### config.mk
export PLATFORM = sky130hd
export DESIGN_NAME = pipelined_csel_adder
export DESIGN_NICKNAME = d
export VERILOG_FILES = /design/src/rtl/pipelined_csel_adder.sv
export SDC_FILE = /design/constraint.sdc
export NUM_CORES = 1
export LEC_CHECK = 0
export ABC_CLOCK_PERIOD_IN_PS = 10750
export BUFFER_PORTS_ARGS = -buffer_cell sky130_fd_sc_hd__buf_4
export CORE_ASPECT_RATIO = 0.7
export CORE_MARGIN = 4
export CORE_UTILIZATION = 41
export CTS_BUF_LIST = sky130_fd_sc_hd__clkbuf_8
export CTS_CLUSTER_SIZE = 28
export DETAILED_ROUTE_END_ITERATION = 10
export PLACE_DENSITY_LB_ADDON = 0.25
export SLEW_MARGIN = 20
export SYNTH_ARGS = -nofsm -noshare
export SYNTH_HDL_FRONTEND = slang
export SYNTH_SLANG_ARGS = --single-unit
export TNS_END_PERCENT = 5
### constraint.sdc
create_clock -name clk -period 10.75 [get_ports clk]
set_clock_uncertainty 0.05 [all_clocks]
set_input_delay 1.6125 -clock clk [delete_from_list [all_inputs] [get_ports clk]]
set_output_delay 1.6125 -clock clk [all_outputs]
set_load 0.01 [all_outputs]
### src/rtl/pipelined_csel_adder.sv
`default_nettype none
// ============================================================================
// pipelined_csel_adder : pipelined carry-select adder/subtractor with a
//                        valid/ready stream interface and overflow flag.
// Revision 1.0
// ============================================================================
module pipelined_csel_adder #(
    parameter int WIDTH       = 64,
    parameter int BLOCK_WIDTH = 16,
    parameter int TAG_WIDTH   = 4
) (
    input  logic                 clk,
    input  logic                 rst_n,
    input  logic                 in_valid,
    output logic                 in_ready,
    input  logic [WIDTH-1:0]     in_a,
    input  logic [WIDTH-1:0]     in_b,
    input  logic                 in_cin,
    input  logic                 in_sub,
    input  logic [TAG_WIDTH-1:0] in_tag,
    output logic                 out_valid,
    input  logic                 out_ready,
    output logic [WIDTH-1:0]     out_sum,
    output logic                 out_cout,
    output logic                 out_ovf,
    output logic [TAG_WIDTH-1:0] out_tag
);

    localparam int C_BW       = (BLOCK_WIDTH < 1) ? 1 : BLOCK_WIDTH;
    localparam int NUM_BLOCKS = WIDTH / C_BW;
    localparam int C_SEG_W    = C_BW + 1;

    if ((BLOCK_WIDTH < 1) || ((WIDTH % C_BW) != 0) || (NUM_BLOCKS < 1)) begin : g_param_check
        $error("pipelined_csel_adder: WIDTH must be a non-zero multiple of BLOCK_WIDTH");
    end

    typedef logic [NUM_BLOCKS-1:0][C_SEG_W-1:0] spec_t;

    // Per-stage state: resolved low sum bits, carry out of the last resolved
    // segment, A^B of the MSB (to recover the carry into the MSB), and the
    // speculative segment pairs still waiting for their carry.
    logic [NUM_BLOCKS-1:0] r_valid;
    logic [WIDTH-1:0]      r_sum   [NUM_BLOCKS];
    logic                  r_carry [NUM_BLOCKS];
    logic                  r_axb   [NUM_BLOCKS];
    logic [TAG_WIDTH-1:0]  r_tag   [NUM_BLOCKS];
    spec_t                 r_s0    [NUM_BLOCKS];
    spec_t                 r_s1    [NUM_BLOCKS];

    logic [NUM_BLOCKS-1:0] w_n_valid;
    logic [WIDTH-1:0]      w_n_sum   [NUM_BLOCKS];
    logic                  w_n_carry [NUM_BLOCKS];
    logic                  w_n_axb   [NUM_BLOCKS];
    logic [TAG_WIDTH-1:0]  w_n_tag   [NUM_BLOCKS];
    spec_t                 w_n_s0    [NUM_BLOCKS];
    spec_t                 w_n_s1    [NUM_BLOCKS];

    logic                  r_out_valid;
    logic [WIDTH-1:0]      r_out_sum;
    logic                  r_out_cout;
    logic                  r_out_ovf;
    logic [TAG_WIDTH-1:0]  r_out_tag;

    logic                  w_stall;
    logic [WIDTH-1:0]      w_b_eff;
    logic                  w_cin_eff;
    logic                  w_ovf;

    assign w_stall   = r_out_valid && !out_ready;
    assign in_ready  = rst_n && !w_stall;
    assign w_b_eff   = in_sub ? ~in_b : in_b;
    assign w_cin_eff = in_sub | in_cin;

    for (genvar gi = 0; gi < NUM_BLOCKS; gi++) begin : g_stage
        logic [C_SEG_W-1:0] w_sel;
        logic [WIDTH-1:0]   w_sum;
        logic               w_unused_spec;

        if (gi == 0) begin : g_first
            spec_t w_s0;
            spec_t w_s1;
            for (genvar gj = 0; gj < NUM_BLOCKS; gj++) begin : g_seg
                assign w_s0[gj] = {1'b0, in_a[gj*C_BW +: C_BW]} + {1'b0, w_b_eff[gj*C_BW +: C_BW]};
                assign w_s1[gj] = w_s0[gj] + C_SEG_W'(1);
            end
            assign w_sel = w_cin_eff ? w_s1[0] : w_s0[0];
            always_comb begin
                w_sum           = '0;
                w_sum[C_BW-1:0] = w_sel[C_BW-1:0];
            end
            assign w_n_valid[gi] = in_valid;
            assign w_n_axb[gi]   = in_a[WIDTH-1] ^ w_b_eff[WIDTH-1];
            assign w_n_tag[gi]   = in_tag;
            assign w_n_s0[gi]    = w_s0;
            assign w_n_s1[gi]    = w_s1;
        end else begin : g_next
            assign w_sel = r_carry[gi-1] ? r_s1[gi-1][gi] : r_s0[gi-1][gi];
            always_comb begin
                w_sum                   = r_sum[gi-1];
                w_sum[gi*C_BW +: C_BW]  = w_sel[C_BW-1:0];
            end
            assign w_n_valid[gi] = r_valid[gi-1];
            assign w_n_axb[gi]   = r_axb[gi-1];
            assign w_n_tag[gi]   = r_tag[gi-1];
            assign w_n_s0[gi]    = r_s0[gi-1];
            assign w_n_s1[gi]    = r_s1[gi-1];
        end

        assign w_n_sum[gi]   = w_sum;
        assign w_n_carry[gi] = w_sel[C_BW];
        // Already-resolved segments of a pair are carried but never read again.
        assign w_unused_spec = ^{r_s0[gi], r_s1[gi]};
    end

    // Carry into the MSB is sum_msb ^ a_msb ^ b_msb; overflow compares it with cout.
    assign w_ovf = r_sum[NUM_BLOCKS-1][WIDTH-1] ^ r_axb[NUM_BLOCKS-1] ^ r_carry[NUM_BLOCKS-1];

    always_ff @(posedge clk) begin
        if (!rst_n) begin
            r_valid <= '0;
            for (int i = 0; i < NUM_BLOCKS; i++) begin
                r_sum[i]   <= '0;
                r_carry[i] <= 1'b0;
                r_axb[i]   <= 1'b0;
                r_tag[i]   <= '0;
                r_s0[i]    <= '0;
                r_s1[i]    <= '0;
            end
            r_out_valid <= 1'b0;
            r_out_sum   <= '0;
            r_out_cout  <= 1'b0;
            r_out_ovf   <= 1'b0;
            r_out_tag   <= '0;
        end else if (!w_stall) begin
            r_valid <= w_n_valid;
            for (int i = 0; i < NUM_BLOCKS; i++) begin
                if (w_n_valid[i]) begin
                    r_sum[i]   <= w_n_sum[i];
                    r_carry[i] <= w_n_carry[i];
                    r_axb[i]   <= w_n_axb[i];
                    r_tag[i]   <= w_n_tag[i];
                    r_s0[i]    <= w_n_s0[i];
                    r_s1[i]    <= w_n_s1[i];
                end
            end
            r_out_valid <= r_valid[NUM_BLOCKS-1];
            if (r_valid[NUM_BLOCKS-1]) begin
                r_out_sum  <= r_sum[NUM_BLOCKS-1];
                r_out_cout <= r_carry[NUM_BLOCKS-1];
                r_out_ovf  <= w_ovf;
                r_out_tag  <= r_tag[NUM_BLOCKS-1];
            end
        end
    end

    assign out_valid = r_out_valid;
    assign out_sum   = r_out_sum;
    assign out_cout  = r_out_cout;
    assign out_ovf   = r_out_ovf;
    assign out_tag   = r_out_tag;

endmodule
`default_nettype wire

==> impl_metrics.env, run 1 <==
export IMPL_cts_root_buf="clkbuf_8"
export IMPL_numCtsBuffers=76
export IMPL_hold_class="register to register"
export IMPL_p_int_mw=3.123
export IMPL_p_switching_mw=1.159
export IMPL_timing_rr_start="out_valid"
export IMPL_overflow=0
export IMPL_crit_start="in_sub"
export IMPL_cts_sinks=463
export IMPL_avgViaCountPerCell=4.861
export IMPL_critPathLaunchType="primary input"
export IMPL_synth_cell_types=81
export IMPL_power_frac_comb_pct=17.3
export IMPL_reg2reg_depth=6
export IMPL_drt_first_pass_iters=5
export IMPL_avgSynthCellArea_sq_um=11.59
export IMPL_grtUsageTotal_pct=16.38
export IMPL_ctsResizeCount=0
export IMPL_min_period_over_period_pct=50.73
export IMPL_holdBufCountCts=0
export IMPL_power_density_nw_per_um2=163.7
export IMPL_tightest_slew_ns=1.059
export IMPL_min_from="out_sum[3]"
export IMPL_h_tree_depth=3
export IMPL_numPortBuffers=209
export IMPL_fin_tns_setup_ns=0
export IMPL_clk_pin_slew_worst_paths_ns=0.06
export IMPL_cts_setup_buffers=0
export IMPL_fin_crit_ns=5.454
export IMPL_post_drt_wl_per_cell_um=16.54
export IMPL_fmax_mhz=183.4
export IMPL_synth_top_area_share_pct=51.16
export IMPL_top_usage_layer="met1"
export IMPL_ys_async_sr_fraction_pct=0
export IMPL_ys_top_cells_by_area="edfxtp_1 (51%), dfxtp_1 (7.2%), and2_1 (6.9%)"
export IMPL_setup_violations=0
export IMPL_synth_edf_count=382
export IMPL_die_x_um=287.5
export IMPL_synth_fp_nets=2146
export IMPL_drt_iter0_drc=911
export IMPL_synth_area_sq_um=22420
export IMPL_wirelength_um=48530
export IMPL_met1_usage_pct=27.28
export IMPL_maxSlewViolCount=0
export IMPL_ir_drop_mv=0.07092
export IMPL_place_congestion=0.8390
export IMPL_seq_area_frac_synth_pct=58.39
export IMPL_antenna_found_initial=0
export IMPL_start_util_pct=41.59
export IMPL_drv_cap=0
export IMPL_vias=14261
export IMPL_grt_max_degree=92
export IMPL_worstSetupPathType="primary input to register"
export IMPL_yosysTopAreaCell="edfxtp_1"
export IMPL_clkLatencyLatePin_ns=0.59
export IMPL_die_h_um=203.7
export IMPL_crit_chain="buf_4 > buf_4 > xor2_1 > ha_1 > fa_1 > a211oi_1 > nor2_1 > nor4_2 > nand4b_1 > a2111oi_4 > nand2_1 > nor4_1 > mux2_2"
export IMPL_drive_gt1_share_pct=16.42
export IMPL_power_switching_share_pct=27.07
export IMPL_grt_first_pass_wirelength_um=76900
export IMPL_leakagePower_nw=10.17
export IMPL_core_area_sq_um=53920
export IMPL_syn_to_final_growth_pct=16.64
export IMPL_use_met2_pct=21.72
export IMPL_drcViolationCount=0
export IMPL_grt_pass1_vias=13797
export IMPL_die_area_sq_um=58560
export IMPL_worst_setup_path_end_kind="register"
export IMPL_crit_path_top_delay_cell="buf_4"
export IMPL_hpwl_um=34890
export IMPL_cts_tree="yes"
export IMPL_cpMostUsedCell="buf_4"
export IMPL_rsz0062_at_grt="no"
export IMPL_diodes=0
export IMPL_seqPwrFrac_pct=49.2
export IMPL_hold_viol_final=0
export IMPL_power_total_mw=4.282
export IMPL_rows=71
export IMPL_grtUsageMet3_pct=2.883
export IMPL_status="complete, no violations"
export IMPL_clkPwrFrac_pct=33.6
export IMPL_ys_warn_count=0
export IMPL_slew_headroom_pct=29.40
export IMPL_cpPeakStageDelay_ns=0.65
export IMPL_fin_nets=2354
export IMPL_required_ns=11.05
export IMPL_ios=210
export IMPL_hold_path_cell_count=2
export IMPL_ant_nets=0
export IMPL_synth_cells=1934
export IMPL_cp_arrival_ns=5.75
export IMPL_crit_fanout=52
export IMPL_synth_ff_type="edfxtp_1"
export IMPL_ys_ff_latch=463
export IMPL_cts_buffer_depth=3
-- registers in the layout (all words and copies together), names as in the netlist, 4 cells and up --
register / flops
out_sum: 64
r_sum: 160
out_tag: 4
r_carry: 4
r_s1: 102
r_s0: 102
r_tag: 16
r_axb: 4
r_valid: 4
-- cell type report --
class | instances | area, sq um
Fill cell | 4985 | 27770
Sequential cell | 463 | 13100
Timing Repair Buffer | 220 | 1652
Tap cell | 730 | 913.4
Clock inverter | 49 | 210.2
Clock buffer | 91 | 1252
Multi-Input combinational cell | 1352 | 8924
Inverter | 29 | 108.9
-- synthesized netlist by cell type, drive strengths merged, types with 12 or more instances --
cell,number
a21oi,47
o21ai,42
a21o,21
ha,70
inv,29
a211oi,14
nand2,205
buf,23
nor4,13
mux2i,58
nand3,31
dfxtp,81
xor2,97
xnor2,48
a21boi,75
nor3,24
and3,16
and2,248
nor2,185
clkbuf,67
or3,12
edfxtp,382
-- critical path: cells and delay by family --
family	cells	cell delay, ns
buf+inv	2	0.88
simple gates	5	1.19
compound gates	2	0.77
fa+ha+maj	2	0.69
xor+xnor	1	0.15
mux	1	0.37
-- final timing paths --
kind / slack [ns] / to
max: 5.30 / r_s1[0][49]
min reg2reg: 0.41 / out_sum[3]
min: 0.41 / out_sum[3]
max reg2reg: 8.00 / r_s1[0][66]
-- cells by family (layout without fill, tap and decap cells) --
logic type / count (synthesis) / count (layout) / share of synthesized area, %
simple gates: 795 / 795 / 18.10
flops: 463 / 463 / 58.39
compound gates: 275 / 275 / 8.749
xor+xnor: 145 / 145 / 5.663
buf+inv: 119 / 389 / 2.003
fa+ha+maj: 74 / 74 / 4.263
mux: 63 / 63 / 2.840
-- placed cells by master (no fill, tap or decap), types with 21 or more instances in the layout --
cell      instances
a21boi_0         74
a21o_1           21
a21oi_1          47
and2_1          246
buf_4           220
clkbuf_8         91
dfxtp_1          79
edfxtp_1        382
ha_1             70
inv_1            60
mux2i_1          58
nand2_1         199
nand3_1          31
nor2_1          185
nor3_1           23
o21ai_0          37
xnor2_1          48
xor2_1           97
-- per-layer routing --
| layer | wire length, um | vias to the layer above |
|---|---|---|
| li1 | - | 7268 |
| met1 | 26430 | 6595 |
| met2 | 18890 | 340 |
| met3 | 2433 | 58 |
| met4 | 769 | 0 |
| met5 | 0 | - |
-- stage by stage --
step / instance area [sq um] / util [%] / std cells / setup WS [ns] / hold slack, ns
floorplan: 22420 / - / 1934 / 5.200 / 0.3924
global placement: 24680 / 45.77 / 2794 / 4.829 / 0.4061
detailed placement: 24680 / 45.77 / 2794 / 4.726 / 0.4101
CTS: 26150 / 48.49 / 2934 / 5.372 / 0.4182
global route: 26160 / 48.50 / 2934 / 4.988 / 0.4366
finish: 26160 / 48.50 / 2934 / 5.296 / 0.4149
-- power by group through the flow --
stage                     logic (mW)  clock network, mW  registers (mW)
after floorplan                0.524                  0            2.13
after global placement         0.727                  0            2.14
after detailed placement       0.734                  0            2.14
after CTS                      0.737               1.48            2.11
after global routing           0.822               1.57            2.12
final                          0.739               1.44            2.11
No activity file was read; power rests on OpenSTA's default activity.
==> run 2: changes to the inputs <==
Settings changed: ABC_AREA from default to 1, ABC_CLOCK_PERIOD_IN_PS 10750 to 5100.
Clock period 10.75 ns to 5.1 ns, I/O delays scaled along.
==> run 2 against run 1 <==
Design area rose by 3.6%. Total power grew 110%. Sequential cell count did not move. Setup slack worse by 3.5 ns. Register-to-register slack got worse by 5.8 ns. Final cell count increased by 26%. Synthesized area increased by 3.9%. Sequential power rose by 110%. Routed wire length increased by 9.9%. Critical path depth up 2. Combinational power up 120%. Via count up 19%. Critical endpoint is now r_s1[0][64].
==> impl_metrics.env, run 2 <==
export IMPL_status="complete, no violations"
export IMPL_worstSetupPathType="primary input to register"
export IMPL_seq_area_frac_synth_pct=56.22
export IMPL_grt_pass1_vias=15994
export IMPL_ff_latch_area_sq_um=13090
export IMPL_netlist_top_cells_count="nand2_1 (512), nor2_1 (501), inv_1 (457)"
export IMPL_drt_first_pass_iters=5
export IMPL_worst_setup_path_end_kind="register"
export IMPL_numCtsBuffers=75
export IMPL_synth_cells=2659
export IMPL_cp_endpoint="r_s1[0][64]"
export IMPL_cts_tree="yes"
export IMPL_ir_drop_mv=0.1421
export IMPL_grt_max_degree=124
export IMPL_power_density_nw_per_um2=331.2
export IMPL_rsz0062_at_grt="no"
export IMPL_crit_fanout=35
export IMPL_vias=16942
export IMPL_hold_class="register to register"
export IMPL_clk_pin_slew_worst_paths_ns=0.06
export IMPL_synth_fp_nets=2871
export IMPL_critPathLaunchType="primary input"
export IMPL_tightest_slew_ns=1.043
export IMPL_synth_edf_count=382
export IMPL_final_common_cell="nand2_1"
export IMPL_dp_cells=3552
export IMPL_yosysMostFrequentCell="nand2_1"
export IMPL_overflow=0
export IMPL_grt_first_pass_wirelength_um=85940
export IMPL_fin_nets=3101
export IMPL_synth_area_sq_um=23290
export IMPL_start_util_pct=41.83
export IMPL_leakagePower_nw=12.60
export IMPL_drv_cap=0
export IMPL_reg2reg_depth=9
export IMPL_wirelength_um=53340
export IMPL_antenna_found_initial=0
export IMPL_reg2reg_to="r_sum[1][21]"
export IMPL_diodes=0
export IMPL_rows=72
export IMPL_ios=210
export IMPL_min_period_over_period_pct=65.32
export IMPL_synth_cell_types=39
export IMPL_largest_reg_flops=160
export IMPL_avgViaCountPerCell=4.591
export IMPL_setup_violations=0
export IMPL_die_x_um=292.9
export IMPL_power_total_mw=8.971
export IMPL_cts_sinks=463
export IMPL_ant_nets=0
export IMPL_cts_buffer_depth=3
export IMPL_hold_viol_final=0
export IMPL_place_congestion=0.8890
export IMPL_core_area_sq_um=55670
export IMPL_top_register="r_sum"
export IMPL_syn_to_final_growth_pct=16.31
export IMPL_maxSlewViolCount=0
export IMPL_final_cell_mix="nand2_1 (511), nor2_1 (500), inv_1 (495)"
export IMPL_slew_headroom_pct=30.23
export IMPL_holdBufCountCts=0
export IMPL_cts_root_buf="clkbuf_8"
export IMPL_synth_ff_type="edfxtp_1"
export IMPL_synth_top_area_share_pct=49.26
export IMPL_die_h_um=207.4
export IMPL_drt_iter0_drc=1307
export IMPL_clkLatencyLatePin_ns=0.59
export IMPL_drive_gt1_share_pct=13.66
export IMPL_numPortBuffers=209
export IMPL_final_fill_count=5321
export IMPL_yosysTopAreaCell="edfxtp_1"
export IMPL_post_drt_wl_per_cell_um=14.46
export IMPL_fin_worst_hold_slack_ns=0.4201
export IMPL_crit_start="in_sub"
export IMPL_grtUsageTotal_pct=17.30
export IMPL_required_ns=5.39
export IMPL_ys_async_sr_fraction_pct=0
export IMPL_cp_arrival_ns=3.62
export IMPL_ctsResizeCount=0
export IMPL_timing_rr_start="out_valid"
export IMPL_largest_registers="r_sum (160), r_s0 (102), r_s1 (102)"
export IMPL_avgSynthCellArea_sq_um=8.758
export IMPL_drcViolationCount=0
export IMPL_reg2reg_setup_slack_ns=2.22
export IMPL_fmax_mhz=300.2
export IMPL_h_tree_depth=3
export IMPL_fin_crit_ns=3.331
export IMPL_ys_warn_count=0
export IMPL_cts_setup_buffers=0
export IMPL_final_cells=3690
export IMPL_die_area_sq_um=60740
export IMPL_ys_top_cells_by_area="edfxtp_1 (49%), nand2_1 (8.3%), nor2_1 (8.1%)"
export IMPL_multi_input_area_sq_um=8169
export IMPL_ys_ff_latch=463
export IMPL_hpwl_um=39310
-- run 2: cell types whose count changed in the layout (fill, tap and decap cells not counted), moves of 76 or more --
cell,delta
nor2_1,+315
a21oi_1,+96
o21ai_0,+76
nand2_1,+312
inv_1,+435
and2_1,-241
-- run 2: how the worst min path moves through the flow --
stage                 start     endpoint  slack [ns]  depth (start not counted)
2_1_floorplan   r_sum[3][0]   out_sum[0]        0.40                          2
3_3_place_gp   r_sum[3][35]  out_sum[35]        0.41                          2
3_5_place_dp   r_sum[3][50]  out_sum[50]        0.41                          2
4_1_cts           in_tag[0]  r_tag[0][0]        0.38                          3
5_1_grt           in_tag[1]  r_tag[0][1]        0.40                          3
6_report       r_sum[3][11]  out_sum[11]        0.42                          2
-- run 2: through the flow --
stage	instance area [sq um]	setup TNS, ns	setup slack (ns)	util (%)
floorplan	23290	-232.92	-1.358	-
global placement	25690	0	1.347	46.15
detailed placement	25690	0	1.195	46.15
CTS	27090	0	1.845	48.65
global route	27090	0	1.551	48.65
finish	27090	0	1.769	48.65
-- run 2: layout make-up --
cell class                 count  area share [%]
clock buffer                  86           4.370
sequential                   463           48.34
multi-input combinational   1649           30.16
clock inverter                52          0.7714
timing repair buffer         230           6.421
inverter                     470           6.527
tap                          740           3.418
-- run 2: kinds of logic (layout without fill, tap and decap cells) --
kind of cell | count (synthesis) | after routing | share of synthesized area, %
AOI/OAI and AO/OA | 284 | 284 | 6.248
and+or+nand+nor | 1218 | 1218 | 21.74
adders and majority gates | 74 | 74 | 4.105
buffers and inverters | 547 | 838 | 8.940
xor gates and xnor gates | 73 | 73 | 2.745
DFF | 463 | 463 | 56.22
-- run 2: where the power goes --
group / total (mW) / switching [mW] / leakage (nW) / internal [mW]
registers: 4.45 / 0.0869 / 4.74 / 4.37
logic: 1.61 / 1.09 / 7.00 / 0.518
clock network: 2.91 / 1.37 / 0.852 / 1.54
-- run 2: critical path, stage by stage --
cell and delay (ns):
buf_4 0.43, xor2_1 0.21, ha_1 0.19, inv_1 0.06, fa_1 0.38, nand3b_1 0.17, nand2_1 0.13, xor2_1 0.33
nand2_1 0.17, nor2_1 0.21, nand2_2 0.12, nor2_4 0.13, nand2_1 0.09, o21ai_1 0.13, inv_1 0.06
-- run 2: routing by layer --
layer | part of all wire [%] | vias up | global-route usage [%]
met3 | 5.5 | 66 | 2.866
li1 | - | 8906 | -
met2 | 37 | 447 | 22.46
met4 | 1.6 | 0 | 4.179
met1 | 56 | 7523 | 29.18
met5 | 0 | - | 0
==> run 3: changes to the inputs <==
Settings changed: ABC_CLOCK_PERIOD_IN_PS 5100 to 3350.
Clock period 5.1 ns to 3.35 ns, I/O delays scaled along.
==> run 3 against run 2 <==
Global-route usage rose by 0.54 points. Total power up 57%. Die area did not move. Critical endpoint is now r_s1[0][32]. Non-clock buffer count increased by 34. Critical path depth grew 2. Sequential power is 52% higher. First-iteration DRC count is 24% higher. Critical path type unchanged. Routed wire length is 4.3% higher. Clock-buffer cell count down 5.
==> impl_metrics.env, run 3 (synthesized netlist as in run 2, its figures left out) <==
export IMPL_cts_sinks=463
export IMPL_crit_fanout=16
export IMPL_ctsResizeCount=0
export IMPL_crit_start="in_sub"
export IMPL_start_util_pct=41.83
export IMPL_die_area_sq_um=60740
export IMPL_grt_max_degree=119
export IMPL_power_density_nw_per_um2=513.1
export IMPL_cpMostUsedCell="nand2_1"
export IMPL_leakagePower_nw=12.83
export IMPL_cts_setup_buffers=0
export IMPL_crit_path_top_delay_cell="ha_1"
export IMPL_slew_headroom_pct=35.49
export IMPL_drv_cap=0
export IMPL_min_from="in_tag[0]"
export IMPL_grtUsageTotal_pct=17.83
export IMPL_overflow=0
export IMPL_ios=210
export IMPL_dp_cells=3586
export IMPL_rows=72
export IMPL_numCtsBuffers=76
export IMPL_syn_to_final_growth_pct=18.11
export IMPL_final_cell_mix="nand2_1 (511), nor2_1 (500), inv_1 (495)"
export IMPL_dpl_cell_area_sq_um=26030
export IMPL_hold_class="primary input to register"
export IMPL_timing_rr_start="out_valid"
export IMPL_avgViaCountPerCell=4.672
export IMPL_drt_iter0_drc=1620
export IMPL_maxSlewViolCount=0
export IMPL_cp_arrival_ns=3.02
export IMPL_core_area_sq_um=55670
export IMPL_reg2reg_depth=8
export IMPL_rsz0062_at_grt="no"
export IMPL_cpPeakStageDelay_ns=0.37
export IMPL_crit_chain="buf_4 > buf_12 > buf_4 > xor2_1 > ha_1 > nand2_1 > inv_1 > a21oi_1 > nor2_1 > nor2_1 > nand3_1 > nand2_1 > nand2_1 > a21oi_1 > nand3_1 > nand2_1 > nand2_1"
export IMPL_whs_endpoint="r_tag[0][0]"
export IMPL_largest_reg_flops=160
export IMPL_worst_setup_path_end_kind="register"
export IMPL_min_period_over_period_pct=81.34
export IMPL_reg2reg_to="r_s1[0][126]"
export IMPL_tightest_slew_ns=0.9640
export IMPL_grt_first_pass_wirelength_um=88330
export IMPL_cts_tree="yes"
export IMPL_cts_buffer_depth=3
export IMPL_clk_pin_slew_worst_paths_ns=0.06
export IMPL_fin_nets=3136
export IMPL_fmax_mhz=367.0
export IMPL_hpwl_um=40880
export IMPL_holdBufCountCts=0
export IMPL_hold_path_cell_count=3
export IMPL_die_h_um=207.4
export IMPL_reg2reg_setup_slack_ns=0.98
export IMPL_drive_gt1_share_pct=14.71
export IMPL_worstSetupPathType="primary input to register"
export IMPL_critPathLaunchType="primary input"
export IMPL_wirelength_um=55620
export IMPL_ant_nets=0
export IMPL_final_cells=3725
export IMPL_fin_tns_setup_ns=0
export IMPL_setup_violations=0
export IMPL_ir_drop_mv=0.2433
export IMPL_antenna_found_initial=0
export IMPL_vias=17402
export IMPL_finalInstanceArea_sq_um=27510
export IMPL_final_fill_count=5299
export IMPL_post_drt_wl_per_cell_um=14.93
export IMPL_drcViolationCount=0
export IMPL_hold_viol_final=0
export IMPL_top_register="r_sum"
export IMPL_grt_pass1_vias=16253
export IMPL_diodes=0
export IMPL_fin_crit_ns=2.725
export IMPL_largest_registers="r_sum (160), r_s0 (102), r_s1 (102)"
export IMPL_place_congestion=0.8743
export IMPL_cts_root_buf="clkbuf_8"
export IMPL_drt_first_pass_iters=6
export IMPL_die_x_um=292.9
export IMPL_power_total_mw=14.11
export IMPL_final_common_cell="nand2_1"
export IMPL_fin_worst_hold_slack_ns=0.1693
export IMPL_clkLatencyLatePin_ns=0.60
export IMPL_status="complete, no violations"
export IMPL_numPortBuffers=209
export IMPL_h_tree_depth=3
export IMPL_required_ns=3.64
run 3: changes by cell type in the layout (fill, tap and decap cells not counted):
cell / before / now
buf_12: 1 / 7
buf_4: 229 / 257
bufinv_16: 0 / 5
clkbuf_8: 86 / 81
clkinv_1: 10 / 9
clkinv_2: 6 / 8
run 3: final cells by class:
class | instances | area (sq um) | share of cell area, %
Tap cell | 740 | 925.9 | 3.366
Sequential cell | 463 | 13090 | 47.60
Clock buffer | 81 | 1115 | 4.053
Multi-Input combinational cell | 1649 | 8169 | 29.70
Clock inverter | 58 | 365.4 | 1.328
Inverter | 470 | 1768 | 6.428
Timing Repair Buffer | 264 | 2069 | 7.524
run 3: worst max-delay path by stage:
stage                   end  depth (start not counted)
2_1_floorplan      r_axb[3]                          2
3_3_place_gp    r_s1[0][32]                         17
4_1_cts         r_s1[0][65]                         16
6_report        r_s1[0][32]                         17
5_1_grt        r_sum[0][13]                         18
3_5_place_dp    r_s1[0][67]                         16
run 3: power breakdown:
group          total, mW  switching [mW]  internal [mW]
clock               4.75            2.13           2.62
combinational       2.58            1.71          0.868
sequential          6.78           0.132           6.65
run 3: per-layer routing:
metal / wire length (um) / track usage (%) / vias up
li1: - / - / 8978
met1: 30360 / 30.28 / 7831
met2: 21170 / 23.20 / 530
met3: 3292 / 2.674 / 63
met4: 789 / 4.162 / 0
met5: 0 / 0 / -
run 3: metrics by stage:
step,setup slack (ns),util [%]
after floorplan,-0.9896,-
after global placement,0.1036,46.74
after detailed placement,0.04673,46.75
after CTS,0.6916,49.40
after global routing,0.3952,49.40
final,0.6252,49.40
run 3: critical path: cells and delay by family:
family	cells	cell delay [ns]
adder cells (fa/ha/maj)	1	0.37
buffers and inverters	4	0.52
AND/OR/NAND/NOR	9	0.95
AO/OA/AOI/OAI	2	0.47
XOR/XNOR	1	0.17
